**src/rtl/game_pkg.sv**
```systemverilog
// Shared types and helpers for the game datapath: wind FSM states, wind range
// constants, and small pure functions reused by the wind scheduler and LFSR.
package game_pkg;

  localparam int WIND_W = 7;
  localparam logic [WIND_W-1:0] WIND_CALM = 7'd64;

  typedef enum logic [1:0] {
    W_IDLE,
    W_LATCH,
    W_RAMP,
    W_DONE
  } wind_state_t;

  // Limit a raw wind draw to the configured [lo, hi] window.
  function automatic logic [WIND_W-1:0] clamp_wind(
    input logic [WIND_W-1:0] value,
    input logic [WIND_W-1:0] lo,
    input logic [WIND_W-1:0] hi
  );
    if (value < lo) return lo;
    if (value > hi) return hi;
    return value;
  endfunction

  // One step of a right-shifting Galois LFSR: taps are XORed in when the
  // bit shifted out is 1.
  function automatic logic [15:0] galois_step(
    input logic [15:0] state,
    input logic [15:0] mask
  );
    return state[0] ? ((state >> 1) ^ mask) : (state >> 1);
  endfunction

endpackage

```
**src/rtl/lfsr16.sv**
```systemverilog
// Free-running 16-bit Galois LFSR; advances every clock and is shared by any
// block that needs a cheap pseudo-random value.
module lfsr16
  import game_pkg::*;
#(
  parameter logic [15:0] SEED = 16'hACE1,
  parameter logic [15:0] MASK = 16'hB400
) (
  input  logic        clk,
  input  logic        rst_n,
  output logic [15:0] q
);

  logic [15:0] q_q;
  logic [15:0] q_d;

  always_comb begin
    q_d = galois_step(q_q, MASK);
  end

  // NOTE: sequential state uses non-blocking (<=) so every flop samples the
  // pre-edge values; blocking here would create order-dependent simulation.
  always_ff @(posedge clk or negedge rst_n) begin
    if (!rst_n) begin
      q_q <= SEED;
    end else begin
      q_q <= q_d;
    end
  end

  assign q = q_q;

endmodule

```
**src/rtl/wind_ctrl.sv**
```systemverilog
// Per-turn wind scheduler: latches a clamped random target on new_turn and
// ramps wind_force toward it by one unit per STEP_FRAMES vertical blanks.
module wind_ctrl
  import game_pkg::*;
#(
  parameter int                STEP_FRAMES = 2,
  parameter logic [WIND_W-1:0] WIND_MIN    = 7'd0,
  parameter logic [WIND_W-1:0] WIND_MAX    = 7'd127,
  parameter logic [15:0]       LFSR_SEED   = 16'hACE1
) (
  input  logic              clk,
  input  logic              rst_n,
  input  logic              new_turn,
  input  logic              vblnk,
  output logic [WIND_W-1:0] wind_force,
  output logic [WIND_W-1:0] wind_target,
  output logic [7:0]        wind_signed,
  output logic              busy,
  output logic              wind_ready
);

  localparam int FCNT_W = (STEP_FRAMES > 1) ? $clog2(STEP_FRAMES) : 1;
  localparam logic [FCNT_W-1:0] FCNT_LAST = FCNT_W'(STEP_FRAMES - 1);

  wind_state_t       state_q, state_d;
  logic              vblnk_q;
  logic              frame_tick;
  logic [FCNT_W-1:0] fcnt_q, fcnt_d;
  logic [WIND_W-1:0] force_q, force_d;
  logic [WIND_W-1:0] target_q, target_d;
  logic [7:0]        signed_q, signed_d;
  logic [15:0]       lfsr_q;
  logic              unused_lfsr_bits;

  lfsr16 #(
    .SEED (LFSR_SEED),
    .MASK (16'hB400)
  ) u_lfsr (
    .clk   (clk),
    .rst_n (rst_n),
    .q     (lfsr_q)
  );

  // Only the low bits seed the wind; the rest feed other random events.
  assign unused_lfsr_bits = ^lfsr_q[15:WIND_W];

  // One tick per frame: rising edge of vertical blank.
  assign frame_tick = vblnk & ~vblnk_q;

  // NOTE: every signal driven here gets a default first, so no path can leave
  // it unassigned and infer a latch.
  always_comb begin
    state_d  = state_q;
    fcnt_d   = fcnt_q;
    force_d  = force_q;
    target_d = target_q;

    unique case (state_q)
      W_IDLE: begin
        if (new_turn) state_d = W_LATCH;
      end
      W_LATCH: begin
        target_d = clamp_wind(lfsr_q[WIND_W-1:0], WIND_MIN, WIND_MAX);
        fcnt_d   = '0;
        state_d  = W_RAMP;
      end
      W_RAMP: begin
        // Equality wins over stepping, which is what prevents overshoot.
        if (force_q == target_q) begin
          state_d = W_DONE;
        end else if (frame_tick) begin
          if (fcnt_q == FCNT_LAST) begin
            fcnt_d  = '0;
            force_d = (target_q > force_q) ? force_q + WIND_W'(1)
                                           : force_q - WIND_W'(1);
          end else begin
            fcnt_d = fcnt_q + FCNT_W'(1);
          end
        end
      end
      W_DONE: begin
        state_d = W_IDLE;
      end
      default: begin
        state_d = W_IDLE;
      end
    endcase

    // Signed view tracks the next force so both registers update together.
    signed_d = {1'b0, force_d} - 8'd64;
  end

  always_ff @(posedge clk or negedge rst_n) begin
    if (!rst_n) begin
      state_q  <= W_IDLE;
      vblnk_q  <= 1'b0;
      fcnt_q   <= '0;
      force_q  <= WIND_CALM;
      target_q <= WIND_CALM;
      signed_q <= 8'd0;
    end else begin
      state_q  <= state_d;
      vblnk_q  <= vblnk;
      fcnt_q   <= fcnt_d;
      force_q  <= force_d;
      target_q <= target_d;
      signed_q <= signed_d;
    end
  end

  assign wind_force  = force_q;
  assign wind_target = target_q;
  assign wind_signed = signed_q;
  assign busy        = (state_q != W_IDLE);
  assign wind_ready  = (state_q == W_DONE);

endmodule

```
**config.mk**
```make
export PLATFORM = sky130hd
export DESIGN_NAME = wind_ctrl
export DESIGN_NICKNAME = d
export VERILOG_FILES = /design/src/rtl/game_pkg.sv /design/src/rtl/lfsr16.sv /design/src/rtl/wind_ctrl.sv
export SDC_FILE = /design/constraint.sdc
export NUM_CORES = 1
export LEC_CHECK = 0
export BUFFER_PORTS_ARGS = -buffer_cell sky130_fd_sc_hd__buf_2
export CAP_MARGIN = 40
export CORE_MARGIN = 2
export CORE_UTILIZATION = 45
export DETAILED_ROUTE_END_ITERATION = 6
export PLACE_DENSITY_LB_ADDON = 0.25
export SETUP_SLACK_MARGIN = 0.1
export SYNTH_ARGS = -nofsm -noshare
export SYNTH_HDL_FRONTEND = slang
export SYNTH_HIERARCHICAL = 1
export SYNTH_SLANG_ARGS = --single-unit
```
**constraint.sdc**
```tcl
create_clock -name clk -period 3.7 [get_ports clk]
set_input_delay 0.555 -clock clk [delete_from_list [all_inputs] [get_ports clk]]
set_output_delay 0.555 -clock clk [all_outputs]
set_load 0.01 [all_outputs]
```
# After elaboration in Yosys (flattened, before gate mapping)

Cells that the tools add are included.

Register bits after elaboration: 42
Output and inout bits: 24
Logic and storage cells: 52

Add/subtract/negate cells: 4
Magnitude comparators: 3
Equality and inequality tests: 8
Multiplexer cells: 22
Bitwise operators: 3
Reduce and logical (&&, ||, !) cells: 5

Operators with widths:

| operator                                                                      | number |
|---|---|
| 7-bit 2-to-1 mux                                                              | 9 |
| 16-bit 2-to-1 mux                                                             | 1 |
| 1-bit 2-to-1 mux                                                              | 8 |
| 2-bit inequality test (second input constant)                                 | 4 |
| 2-bit one-hot mux with 4 select lines                                         | 1 |
| 7-bit by 7-bit subtractor with 8-bit output (second input constant)           | 1 |
| 7-bit by 1-bit adder with 7-bit output (second input constant)                | 1 |
| 7-bit == test                                                                 | 1 |
| 7-bit greater-than comparator                                                 | 1 |
| 7-bit greater-than comparator (second input constant)                         | 1 |
| 7-bit by 1-bit less-than comparator with 1-bit output (second input constant) | 1 |
| 7-bit by 1-bit subtractor with 7-bit output (second input constant)           | 1 |
| 2-bit == test (second input constant)                                         | 2 |
| 2-bit 2-to-1 mux                                                              | 2 |
| 3-bit inverter with 4-bit output                                              | 1 |
| 2-bit nonzero test                                                            | 2 |
| 3-bit AND reduction                                                           | 1 |
| 2-bit by 1-bit == test with 1-bit output (second input constant)              | 1 |
| 2-bit zero test                                                               | 1 |
| 1-bit one-hot mux with 2 select lines                                         | 1 |
| 2-bit AND reduction                                                           | 1 |
| 1-bit adder (second input constant)                                           | 1 |
| 1-bit AND                                                                     | 1 |
| 1-bit inverter                                                                | 1 |

# Depth between registers and ports, before layout

Gate-level depths: netlist of run 1.

Word-level depth: 7
Gate-level depth with buffers: 15
Depth with buffers taken out: 15

# By module

Netlist of run 1, hierarchy kept.

Modules (own cells, without submodules):

| module    | instances | cells each | area an instance (um^2) | sequential area each (um^2) |
|---|---|---|---|---|
| wind_ctrl | 1         | 120        | 1238.7                  | 478.0 |
| lfsr16    | 1         | 32         | 534.3                   | 410.4 |

# Worst setup path before layout of run 1

No wires, ideal clock.

Path kind: register -> register
Start: register with a tool-made name
End: register signed_q[6] (netlist: wind_signed[6])
Library setup time: 123 ps
Arrival: 3073 ps
Data required time: 3577 ps
Setup slack: 505 ps
Cell stages (with the launch flop): 14
Path buffers: 0
Period minus slack after synthesis: 3195 ps
Cell sequence: dfstp_2 > inv_1 > ha_1 > and4_1 > a211oi_1 > inv_1 > nand2_1 > ha_1 > nor2b_4 > o31a_1 > o21a_1 > o21ai_1 > or3b_4 > xnor2_1

RTL lines:

| what                   | RTL line         | source |
|---|---|---|
| end signal: assignment | wind_ctrl.sv:107 | `signed_q <= signed_d;` |
| end: declaration       | wind_ctrl.sv:31  | `logic [7:0] signed_q, signed_d;` |

==> results.md, run 1 <==
- Crit path kind: flop to flop
- Antenna-violating nets left: 0
- RSZ-0062 raised after global routing: no
- Clk sink count: 35
- Post_cts resized: 0
- Port bufs: 27
- Routed WL: 2720 microns
- Worst R2R Path Depth: 14
- P_leak: 0.000980 uW
- Pins Over Slew Limit: 0
- Sw Share: 0.259
- P_int: 651 uW
- Num ports: 28
- Global-route wire length before repair: 4670 microns
- Initial antenna violation count: 0
- Cells after Synth: 146
- CTS root buf: clkbuf_8
- Fmax: 309 MHz
- Number of inserted diodes: 0
- TNS Setup: 0 ps
- Post-Syn Area: 0.00173 sq mm
- Final core utilization: 0.524
- Clock Skews: 18.9 ps
- Worst EP arrival: 3400 ps
- Final setup viols: 0
- Die Area: 0.00435 sq mm
- Die H: 66.0 microns
- Starting Density: 0.468
- Total grt overflow: 0
- DP HPWL: 2040 microns
- Setup crit start kind: flop
- DRT Pass-1 Iters: 4
- Clk slew on worst S/H paths: 90 ps
- Max VDD drop: 0.298 mV
- Vias in the first global route: 1040
- Total GRT Usage: 0.145
- RR Startpoint: wind_signed[2]$_DFFE_PN0P_
- RePlAce Congestion: 0.784
- Critical Path RT: 3870 ps
- Final Hold Vio Count: 0
- Reg2reg setup slack: 460 ps
- Pwr dens: 455 mW/mm^2
- TritonCTS clock tree: done
- Violation count after the first detailed-routing iteration: 42
- Area Overhead vs Synth: 11.8%
- Nets: 187
- Width of the die: 66.0 microns
- Status: finished clean
- R2R Path End: wind_signed[6]$_DFF_PN0_
- Slew HR: 0.516
- Drc violations: 0
- Crit. End Element: flop
- Post-CTS setup buffer count: 0
- Syn Nets: 169
- Rows: 22
- Gate power share: 0.145
- Ys Warns: 6
- Final period utilization: 0.875
- Clk_lat worst skew: 290 ps
- Core Region: 0.00369 sq mm
- Hold_ws: 309 ps
- Mean post-synth cell area: 11.8 sq um
- DR vias: 1044
- CTS HTree Levels: 2
- Flop pwr share: 0.464
- Share of layout cells above drive strength 1: 0.339
- WL/cell: 12.7 microns
- Slew at the pin closest to its max-slew limit: 726 ps
- Vias/cell: 4.90
- Clk pwr share: 0.391
- Hold_buf cts: 0
- Cts bufs inserted: 5
- Max Cap Violations: 0
- Worst hold path type: input port to asynchronous set/reset pin
- Post-layout min period: 3240 ps
- Longest Clk Path Bufs: 2
- Crit Path Max Fanout: 7
- Net switching power figure: 227 uW
- Pin count of the biggest net entering global routing: 36
how the worst max path moves through the flow:
stage                               startpoint                       end  cells after the start
floorplan                                 flop  wind_signed[6]$_DFF_PN0_                     13
global placement                          flop  wind_signed[6]$_DFF_PN0_                     13
detailed placement                        flop  wind_signed[6]$_DFF_PN0_                     13
CTS                 wind_signed[2]$_DFFE_PN0P_  wind_signed[6]$_DFF_PN0_                     14
global route        wind_signed[2]$_DFFE_PN0P_                      flop                     15
finish              wind_signed[2]$_DFFE_PN0P_  wind_signed[6]$_DFF_PN0_                     14
through the flow:
stage / area, sq um / power, uW / setup WS (ps) / instances
after global placement: 1810 / 530 / 428 / 205
after floorplan: 1730 / 501 / 505 / 146
after detailed placement: 1810 / 545 / 335 / 205
after CTS: 1920 / 894 / 311 / 213
after global routing: 1930 / 926 / 165 / 213
final: 1930 / 879 / 462 / 213
sequential cells by signal, indices dropped and copies added (netlist names), named ones only:
signal and cells:
state_q 2, vblnk_q 1, wind_signed 7, fcnt_q 1, wind_target 7, u_lfsr/q 16
layer usage:
layer / vias up / part of all wire / global-route usage
met1: 514 / 0.44 / 0.177
met4: 0 / 0.011 / 0.0612
met5: - / 0 / 0
met2: 19 / 0.51 / 0.244
met3: 3 / 0.036 / 0.0358
li1: 508 / - / -
critical path, stage by stage (launching register included):
cell and delay [ps]:
dfrtp_1 430, inv_1 70, ha_1 330, a21oi_1 170
nand2_1 100, a211oi_2 290, inv_1 80, nand2_2 150
ha_1 280, nor2b_4 140, o31a_1 250, o21a_1 180
o21ai_1 110, or3b_4 400, xnor2_1 130
layout make-up:
class                      instances  area, sq um
clock buffer                       5         68.8
clock inverter                     3         46.3
fill                             327         1760
inverter                          13         48.8
multi-input combinational         82          684
sequential                        35          888
tap                               48         60.1
timing repair buffer              27          135
power by group through the flow:
stage	Sequential (uW)	Clock, uW	Combinational, uW
after detailed placement	414	0	131
after global routing	409	369	149
after global placement	412	0	118
after floorplan	412	0	89.5
final	408	344	128
after CTS	407	355	132
cell usage in the layout, fill, tap and decap left out, types with 2 or more instances in the layout:
master / instances
nor2_1: 3
a21oi_1: 5
o21a_1: 2
dfrtp_1: 25
xnor2_1: 5
a211oi_2: 2
clkbuf_8: 5
ha_1: 18
buf_2: 27
mux2_2: 6
xor2_1: 5
nand4_1: 2
dfstp_2: 10
o21ai_0: 9
inv_1: 13
nand2_1: 10
Note: power is estimated with default switching activity, not from simulation.
==> inputs of run 2 (changes only) <==
Settings changed: SYNTH_HIERARCHICAL 1 to default.
==> run 2 against run 1 <==
Net effect: global-route usage is 0.65 points higher; via count decreased by 2.2%; synthesized cell count down 6.2%; sequential power up 25%; combinational power grew to 5.0 times the previous value; utilization up 0.31 points; area after synthesis shrank 1.7%; wire length about the same; clock power decreased by 24%; setup slack improved by 64 ps; critical path type unchanged; highest routed layer unchanged.
==> results.md, run 2 <==
- Syn Nets: 159 (-5.9%)
- TNS Setup: 0 ps (unchanged)
- Clk_lat worst skew: 290 ps (about the same)
- Inst Count DP: 203 (-0.98%)
- Post-layout min period: 3170 ps (-63.9 ps)
- Area taken by multi-input logic gates: 697 sq um (+1.8%)
- Register area share after synthesis: 0.523
- Drc violations: 0 (unchanged)
- Antenna-violating nets left: 0 (unchanged)
- Nets: 184 (-1.6%)
- Width of the die: 65.4 microns (-0.82%)
- Most common cell after layout, fill and taps aside: buf_2
- Crit path kind: flop to flop
- CP dominant cell by count: inv_1
- Global-route wire length before repair: 4710 microns (+0.88%)
- Storage cell area: 888 sq um (unchanged)
- Clock Skews: 7.30 ps (-11.6 ps)
- Vias/cell: 4.84 (-1.3%)
- Max VDD drop: 0.367 mV (+23%)
- Cell accounting for the most synthesized area: dfrtp_1
- Mean post-synth cell area: 12.4 sq um (+4.7%)
- DR vias: 1021 (-2.2%)
- Ys Warns: 0 (-6)
- Commonest non-fill, non-tap cells in the layout: buf_2 (27), dfrtp_1 (25), ha_1 (17), inv_1 (13)
- Seq cells post-synth: 35
- Crit Path Max Fanout: 8 (+1)
- Cells after Synth: 137 (-6.2%)
- Crit-path leading delay family: compound AO/OA/AOI/OAI gates
- Max reg flops: 16 (unchanged)
- Port bufs: 27 (unchanged)
- Post_cts resized: 0 (unchanged)
- Setup crit start kind: flop
- Top_reg_cell synth: dfrtp_1
- Num ports: 28 (unchanged)
- Final period utilization: 0.858 (-0.0173)
- DP HPWL: 2070 microns (+1.5%)
- Initial antenna violation count: 0 (unchanged)
- Clk sink count: 35 (unchanged)
- Rows: 22 (unchanged)
- Die Area: 0.00428 sq mm (-1.6%)
- Cts bufs inserted: 5 (unchanged)
- CTS root buf: clkbuf_8
- Post-synthesis cell type count: 33
- Area Overhead vs Synth: 12.7%
- Pins Over Slew Limit: 0 (unchanged)
- RePlAce Congestion: 0.796 (+1.5%)
- Final core utilization: 0.527 (+0.00311)
- Status: finished clean
- # fillers: 328 (+0.31%)
- Vias in the first global route: 1042 (+0.19%)
- Crit. End Element: flop
- Final Hold Vio Count: 0 (unchanged)
- DRT Pass-1 Iters: 4 (unchanged)
- Slew at the pin closest to its max-slew limit: 743 ps (+17.3 ps)
- Pwr dens: 735 mW/mm^2 (+62%)
- Max incr delay on CP: 550 ps (+120 ps)
- Share of layout cells above drive strength 1: 0.356 (+0.0164)
- Number of inserted diodes: 0 (unchanged)
- Core Region: 0.00363 sq mm (-1.5%)
- WL/cell: 12.9 microns (+0.87%)
- Total grt overflow: 0 (unchanged)
- Finished Layout Cells: 211 (-0.94%)
- Hold_ws: 325 ps (+15.4 ps)
- Post-CTS setup buffer count: 0 (unchanged)
- Synth top area cells: dfrtp_1 (37%), dfstp_2 (15%), ha_1 (13%)
- Fraction of registers with async set/reset: 1.00
- RSZ-0062 raised after global routing: no
- Violation count after the first detailed-routing iteration: 58 (+38%)
- Placement-stage cell area: 0.00183 sq mm (+1.1%)
- Fmax: 315 MHz (+2.0%)
- Worst EP arrival: 3390 ps (about the same)
- Post-route cell area: 0.00191 sq mm (-0.91%)
- P_leak: 0.000983 uW (+0.32%)
- Critical Path RT: 3910 ps (+40 ps)
- Starting Density: 0.467 (-0.00117)
- Worst hold path type: input port to asynchronous set/reset pin
- Synth cell count leaders: dfrtp_1 (25), ha_1 (17), inv_1 (13)
- Routed WL: 2710 microns (about the same)
- Die H: 65.4 microns (-0.82%)
- Final setup viols: 0 (unchanged)
- Clk slew on worst S/H paths: 70 ps (-20 ps)
- Cell-by-cell trace of the critical path: inv_1 > ha_1 > and4_4 > a21boi_4 > o31ai_4 > inv_1 > fa_1 > nor2b_1 > o31a_1 > o21ai_1 > a211o_1 > nand2_2 > xnor2_1
- Yosys top cell area share: 0.368
- Pin count of the biggest net entering global routing: 36 (unchanged)
- Slew HR: 0.505 (-0.0115)
- Post-Syn Area: 0.00170 sq mm (-1.7%)
- CTS HTree Levels: 2 (unchanged)
- TritonCTS clock tree: done
- Slowest-stage cell, CP: dfstp_2
- Most common cell in the netlist: dfrtp_1
- Max Cap Violations: 0 (unchanged)
- Hold_buf cts: 0 (unchanged)
- EDFF count, synth: 0
- Total GRT Usage: 0.151 (+0.00655)
- Crit path buffers/inverters: 2 (unchanged)
- Longest Clk Path Bufs: 2 (unchanged)
run 2: path summary, 6_finish.rpt:
path	from	end	slack [ps]	cells after the start
max	flop	flop	530	13
min	rst_n	wind_signed[1]$_DFFE_PN0P_	320	1
max reg2reg	flop	flop	530	13
min reg2reg	u_lfsr.q[7]$_DFF_PN1_	u_lfsr.q[6]$_DFF_PN1_	360	0
max in group asynchronous	rst_n	wind_target[4]$_DFFE_PN0P_	2890	1
min in group clk	u_lfsr.q[7]$_DFF_PN1_	u_lfsr.q[6]$_DFF_PN1_	360	0
run 2: metrics by stage:
stage	total power (uW)	setup WS, ps
3_5_place_dp	1160	538
3_3_place_gp	1130	675
4_1_cts	1430	515
6_report	1410	526
2_1_floorplan	1020	746
5_1_grt	1530	367
run 2: layer usage:
layer	GRT usage	share of wire
met1	0.173	0.40
met2	0.253	0.53
met3	0.0651	0.053
met4	0.0547	0.017
met5	0	0
run 2: layout make-up:
class,instances,area share
sequential,35,0.464
multi-input combinational,80,0.364
timing repair buffer,27,0.0706
clock buffer,6,0.0379
tap,48,0.0314
inverter,13,0.0255
clock inverter,2,0.00654
run 2: logic make-up (layout without fill, tap and decap cells):
logic type | count (synthesis) | in the layout | synth area share
xor gates and xnor gates | 10 | 10 | 0.0516
adders and majority gates | 18 | 18 | 0.137
muxes | 7 | 7 | 0.0486
and+or+nand+nor | 21 | 21 | 0.0707
DFF | 35 | 35 | 0.523
AOI/OAI and AO/OA | 24 | 24 | 0.102
buffers and inverters | 22 | 48 | 0.0663
run 2: where the power goes:
part | internal (uW) | leakage [uW] | switching [uW]
sequential | 446 | 0.000438 | 63.5
clock | 131 | 0.0000412 | 130
combinational | 292 | 0.000505 | 345
